[config.mk]
export PLATFORM = sky130hd
export DESIGN_NAME = seq_pattern_scan_ctrl
export DESIGN_NICKNAME = d
export VERILOG_FILES = /design/src/rtl/seq_pattern_scan_ctrl_pkg.sv /design/src/rtl/seq_pattern_scan_ctrl_core.sv /design/src/rtl/seq_pattern_scan_ctrl.sv
export SDC_FILE = /design/constraint.sdc
export NUM_CORES = 1
export LEC_CHECK = 0
export CAP_MARGIN = 20
export CORE_MARGIN = 2
export CORE_UTILIZATION = 51
export DETAILED_ROUTE_END_ITERATION = 7
export DONT_BUFFER_PORTS = 1
export MAX_ROUTING_LAYER = met4
export PLACE_DENSITY = 0.66
export SLEW_MARGIN = 20
export SYNTH_ARGS = -nofsm -noshare
export SYNTH_HDL_FRONTEND = slang
export SYNTH_SLANG_ARGS = --single-unit
[constraint.sdc]
create_clock -name clk -period 7.9 [get_ports clk]
set_clock_uncertainty 0.1 [all_clocks]
set_input_delay 1.58 -clock clk [delete_from_list [all_inputs] [get_ports clk]]
set_output_delay 1.58 -clock clk [all_outputs]
set_load 0.005 [all_outputs]
[src/rtl/seq_pattern_scan_ctrl_pkg.sv]
// Shared types and default widths for the serial pattern scan controller.
package seq_scan_pkg;

    typedef enum logic [1:0] {
        IDLE  = 2'b00,
        LOAD  = 2'b01,
        SHIFT = 2'b10,
        DONE  = 2'b11
    } state_t;

    localparam int WORD_W_DEF  = 8;
    localparam int PAT_MAX_DEF = 8;
    localparam int LEN_W_DEF   = 4;
    localparam int CNT_W_DEF   = 16;

endpackage

[src/rtl/seq_pattern_scan_ctrl_core.sv]
// Serial pattern match core: bit history, valid-bit count and registered match.
// match_hit is the same-cycle match decision so the owner can update its
// counter in lockstep with the registered match pulse.
module pattern_match_core
    import seq_scan_pkg::*;
#(
    parameter int PAT_MAX = PAT_MAX_DEF,
    parameter int LEN_W   = LEN_W_DEF
) (
    input  logic               clk,
    input  logic               rst,
    input  logic               bit_in,
    input  logic               bit_en,
    input  logic               clear,
    input  logic [PAT_MAX-1:0] cfg_pattern,
    input  logic [LEN_W-1:0]   cfg_len,
    input  logic               cfg_overlap,
    output logic               match,
    output logic               match_hit
);

    logic [PAT_MAX-1:0] hist_q;
    logic [PAT_MAX-1:0] hist_d;
    logic [PAT_MAX-1:0] mask;
    logic [LEN_W-1:0]   vcnt_q;
    logic [LEN_W-1:0]   vcnt_d;

    // Next history / valid count and the compare over the newest cfg_len bits.
    always_comb begin
        hist_d = (hist_q << 1) | PAT_MAX'(bit_in);
        vcnt_d = (vcnt_q >= cfg_len) ? cfg_len : vcnt_q + LEN_W'(1);
        mask   = '0;
        for (int i = 0; i < PAT_MAX; i++) begin
            mask[i] = (i < int'(cfg_len));
        end
        match_hit = bit_en && (vcnt_d >= cfg_len) &&
                    ((hist_d & mask) == (cfg_pattern & mask));
    end

    // History shifts only on presented bits; non-overlap restarts the count.
    always_ff @(posedge clk or negedge rst) begin
        if (!rst) begin
            hist_q <= '0;
            vcnt_q <= '0;
            match  <= 1'b0;
        end else if (clear) begin
            hist_q <= '0;
            vcnt_q <= '0;
            match  <= 1'b0;
        end else begin
            match <= match_hit;
            if (bit_en) begin
                hist_q <= hist_d;
                vcnt_q <= (match_hit && !cfg_overlap) ? '0 : vcnt_d;
            end
        end
    end

endmodule

[src/rtl/seq_pattern_scan_ctrl.sv]
// Frame sequencer: accepts words, serializes them MSB-first into the match
// core and counts matches per frame.
//   state | meaning
//   IDLE  | waiting for a start with a legal cfg_len
//   LOAD  | in_ready high, waiting for a source word
//   SHIFT | presenting one bit per cycle, MSB first
//   DONE  | one-cycle frame completion pulse
module seq_pattern_scan_ctrl
    import seq_scan_pkg::*;
#(
    parameter int WORD_W  = WORD_W_DEF,
    parameter int PAT_MAX = PAT_MAX_DEF,
    parameter int LEN_W   = LEN_W_DEF,
    parameter int CNT_W   = CNT_W_DEF
) (
    input  logic               clk,
    input  logic               rst,
    input  logic               start,
    input  logic [PAT_MAX-1:0] cfg_pattern,
    input  logic [LEN_W-1:0]   cfg_len,
    input  logic               cfg_overlap,
    input  logic               in_valid,
    input  logic [WORD_W-1:0]  in_data,
    input  logic               in_last,
    output logic               in_ready,
    output logic               busy,
    output logic               match_pulse,
    output logic [CNT_W-1:0]   match_count,
    output logic               done,
    output logic               cfg_err
);

    localparam int IDX_W = $clog2(WORD_W);

    state_t             state_q, state_d;
    logic [WORD_W-1:0]  data_q;
    logic               last_q;
    logic [IDX_W-1:0]   idx_q;
    logic [PAT_MAX-1:0] pat_q;
    logic [LEN_W-1:0]   len_q;
    logic               ovl_q;
    logic               len_ok, start_ok, start_bad, accept;
    logic               bit_en, bit_in, match_hit;

    // Next-state logic and state-decoded outputs.
    always_comb begin
        state_d   = state_q;
        len_ok    = (cfg_len != '0) && (cfg_len <= LEN_W'(PAT_MAX));
        start_ok  = (state_q == IDLE) && start && len_ok;
        start_bad = (state_q == IDLE) && start && !len_ok;
        in_ready  = (state_q == LOAD);
        busy      = (state_q != IDLE);
        done      = (state_q == DONE);
        accept    = in_ready && in_valid;
        bit_en    = (state_q == SHIFT);
        bit_in    = data_q[idx_q];
        case (state_q)
            IDLE:    if (start_ok) state_d = LOAD;
            LOAD:    if (accept) state_d = SHIFT;
            SHIFT:   if (idx_q == '0) state_d = last_q ? DONE : LOAD;
            DONE:    state_d = IDLE;
            default: state_d = IDLE;
        endcase
    end

    // State register, captured word, bit index and latched configuration.
    always_ff @(posedge clk or negedge rst) begin
        if (!rst) begin
            state_q <= IDLE;
            data_q  <= '0;
            last_q  <= 1'b0;
            idx_q   <= '0;
            pat_q   <= '0;
            len_q   <= '0;
            ovl_q   <= 1'b0;
        end else begin
            state_q <= state_d;
            if (start_ok) begin
                pat_q <= cfg_pattern;
                len_q <= cfg_len;
                ovl_q <= cfg_overlap;
            end
            if (accept) begin
                data_q <= in_data;
                last_q <= in_last;
                idx_q  <= IDX_W'(WORD_W - 1);
            end else if (bit_en && idx_q != '0) begin
                idx_q <= idx_q - IDX_W'(1);
            end
        end
    end

    // Saturating match counter and the config-error pulse.
    always_ff @(posedge clk or negedge rst) begin
        if (!rst) begin
            match_count <= '0;
            cfg_err     <= 1'b0;
        end else begin
            cfg_err <= start_bad;
            if (start_ok) begin
                match_count <= '0;
            end else if (match_hit && match_count != {CNT_W{1'b1}}) begin
                match_count <= match_count + CNT_W'(1);
            end
        end
    end

    pattern_match_core #(
        .PAT_MAX (PAT_MAX),
        .LEN_W   (LEN_W)
    ) u_core (
        .clk         (clk),
        .rst         (rst),
        .bit_in      (bit_in),
        .bit_en      (bit_en),
        .clear       (start_ok),
        .cfg_pattern (pat_q),
        .cfg_len     (len_q),
        .cfg_overlap (ovl_q),
        .match       (match_pulse),
        .match_hit   (match_hit)
    );

endmodule

==> flow_summary.json <==
{
  "synthDistinctLibCells": 39,
  "detail_route.wl_per_cell_um": 15.4,
  "synth-seq-cells": 56,
  "cts_setup_buffers": 0,
  "track_usage_pct": 20.4,
  "io_buffers": 0,
  "p_total_mw": 1.08,
  "clk_latency_ns": 0.31,
  "synthAdderAreaFrac_pct": 5.19,
  "synthCells": 299,
  "clockBufferDepth": 2,
  "fin_nets": 334,
  "cp.required_ns": 8.04,
  "initial_core_util_pct": 52.5,
  "finalInstanceArea_um2": 3070,
  "cts_resized": 0,
  "die_area_um2": 6290,
  "tightest_slew_ns": 0.533,
  "drc_errors": 0,
  "place_hpwl_um": 3930,
  "relSlewSlack_pct": 64.4,
  "min_period_ns": 4.25,
  "yosysWarningCount": 0,
  "rsz0062_at_grt": "no",
  "syn2layout_area_growth_pct": 6.19,
  "diodes": 0,
  "start_kind": "flop",
  "synth_area_leaders": "dfrtp_1 (48%), nand2_1 (7.5%), ha_1 (5.2%)",
  "fin_crit_sh_pct": 53.8,
  "fin_cells": 369,
  "fin_ws_ns": 3.65,
  "netSwitchingPower_mw": 0.395,
  "synth_top_area_cell": "dfrtp_1",
  "synth_top_family_by_area": "simple AND/OR/NAND/NOR gates",
  "finalHoldViolCount": 0,
  "drv_slew": 0,
  "path_clk_slew_ns": 0.10,
  "p_int_mw": 0.683,
  "initialDrtViolationCount": 76,
  "grt_overflow": 0,
  "crit_type": "reg -> reg",
  "hp-class": "reg -> reg",
  "fmax_mhz": 235,
  "fp.dieH_um": 79.3,
  "synth.avg_cell_area_um2": 9.67,
  "multi_input_area_um2": 1400,
  "regArea_um2": 1400,
  "power.leakage_nw": 1.37,
  "grt_max_degree": 57,
  "synthFlopType": "dfrtp_1",
  "vias": 2129,
  "whs_ns": 0.393,
  "swShare_pct": 36.6,
  "syn_nets": 337,
  "setup_viol": 0,
  "finalWirelength_um": 5690,
  "synth.area.mux_share_pct": 7.96,
  "gp_congestion": 0.881,
  "vdd_drop_max_mv": 0.206,
  "status": "complete, no violations",
  "synth_compound_area_share_pct": 13.2,
  "viasPerCell": 5.77,
  "placementRows": 27,
  "synth-seq-area-share_pct": 48.4,
  "dp_slack_ns": 3.20,
  "p_comb_share_pct": 39.2,
  "synth-edff-count": 0,
  "cp.arrival_ns": 4.39,
  "grt_pass1_vias": 2118,
  "cts_made_buffers": 5,
  "clkPwrFrac_pct": 17.5,
  "antenna_left": 0,
  "holdBufCountCts": 0,
  "cts_tree": "yes",
  "fp.coreArea_um2": 5510,
  "dp.cells": 360,
  "p_per_area_nw_per_um2": 351,
  "antenna_found_initial": 0,
  "cp-end-kind": "flop",
  "fill_cells": 503,
  "placed_area_um2": 2950,
  "syn-cell-area_um2": 2890,
  "drv_cap": 0,
  "ctsHtreeMaxLevel": 2,
  "cp_max_fo": 23,
  "power.share.sequential_pct": 43.4,
  "dr.pass1.iters": 4,
  "drive_above_1_share_pct": 8.75,
  "synth_top_area_share_pct": 48.4,
  "cts_sinks": 56,
  "root_buffer": "clkbuf_8",
  "synth-simple-area-share_pct": 18.2,
  "die_w_um": 79.3,
  "setup-tns-final_ns": 0,
  "synth_xor_xnor_area_share_pct": 3.63,
  "fin_util_pct": 55.8,
  "io-pin-count": 47,
  "grt_pass1_wl_um": 9780,
  "ys_async_sr_fraction_pct": 100
}
[flip-flops by register name (all words and copies together) (netlist names)]
name and count:
u_core.hist_q 7, data_q 8, u_core.vcnt_q 4, pat_q 8
cfg_err 1, idx_q 3, len_q 4, ovl_q 1
last_q 1, match_count 16, state_q 2, u_core.match 1
[placed cells by master (no fill, tap or decap), types with 8 or more instances in the layout]
master,instances
nand2_1,58
dfrtp_1,56
mux2_2,12
ha_1,12
or3_1,10
a21oi_1,16
xnor2_1,10
inv_1,12
o21ai_0,24
nor2_1,8
[layer usage]
metal / routed length [um] / vias up / GRT usage, %
li1: - / 1052 / -
met5: 0 / - / -
met4: 64 / 0 / 5.69
met3: 259 / 6 / 4.32
met2: 2640 / 47 / 31.4
met1: 2720 / 1024 / 27.6
[final cells by class]
cell class | instances | area share, %
tap | 72 | 2.93
clock buffer | 5 | 2.24
timing repair buffer | 3 | 0.855
multi-input combinational | 218 | 45.5
clock inverter | 3 | 1.38
sequential | 56 | 45.6
inverter | 12 | 1.47
[worst max-delay path, stage by stage (launching register included)]
cell and delay [ns]:
dfrtp_1 0.46, ha_1 0.31, nand2b_1 0.14, a21o_1 0.17
a21o_1 0.16, a21oi_1 0.37, mux2i_1 0.28, inv_1 0.06
ha_1 0.26, nand2b_1 0.09, a2111oi_0 0.08, nor4_1 0.41
nand4_1 0.35, buf_6 0.28, or4_1 0.50, a21oi_1 0.15
[worst paths after layout]
check	startpoint	to	slack [ns]	cells past startpoint
worst max register to register	len_q[0]$_DFFE_PN0P_	match_count[15]$_DFFE_PN0P_	3.65	15
max in group asynchronous	rst	pat_q[0]$_DFFE_PN0P_	6.74	0
min in group asynchronous	rst	u_core.vcnt_q[2]$_DFFE_PN0P_	0.85	0
worst max-delay path	len_q[0]$_DFFE_PN0P_	match_count[15]$_DFFE_PN0P_	3.65	15
worst min register to register	ovl_q$_DFFE_PN0P_	ovl_q$_DFFE_PN0P_	0.39	2
worst min-delay path	ovl_q$_DFFE_PN0P_	ovl_q$_DFFE_PN0P_	0.39	2
[cell usage after synthesis, drive strengths merged, types with 2 or more instances]
| master | n |
|---|---|
| o31ai | 5 |
| or4 | 4 |
| buf | 3 |
| nor3 | 3 |
| a31oi | 2 |
| nor2 | 8 |
| nand2 | 58 |
| mux2i | 5 |
| a32o | 4 |
| nand4 | 5 |
| and3 | 3 |
| mux2 | 14 |
| nor2b | 4 |
| o211ai | 3 |
| dfrtp | 56 |
| nand3 | 5 |
| ha | 12 |
| a21o | 2 |
| o22ai | 2 |
| and2 | 2 |
| clkbuf | 10 |
| a21oi | 16 |
| inv | 12 |
| nor4 | 2 |
| xnor2 | 10 |
| xor2 | 2 |
| o21ai | 24 |
| nand2b | 5 |
| or3 | 10 |
[kinds of logic after synthesis]
family / Yosys count
AND/OR/NAND/NOR: 111
AO/OA/AOI/OAI: 63
flip-flops: 56
buffers and inverters: 25
multiplexers: 20
XOR/XNOR: 12
adder cells (fa/ha/maj): 12
[power by group through the flow]
stage / logic [mW] / clock network [mW] / registers (mW)
2_1_floorplan: 0.353 / 0 / 0.446
3_3_place_gp: 0.412 / 0 / 0.471
3_5_place_dp: 0.422 / 0 / 0.474
4_1_cts: 0.427 / 0.195 / 0.467
5_1_grt: 0.486 / 0.204 / 0.482
6_report: 0.422 / 0.188 / 0.468
No activity file was read; power rests on OpenSTA's default activity.
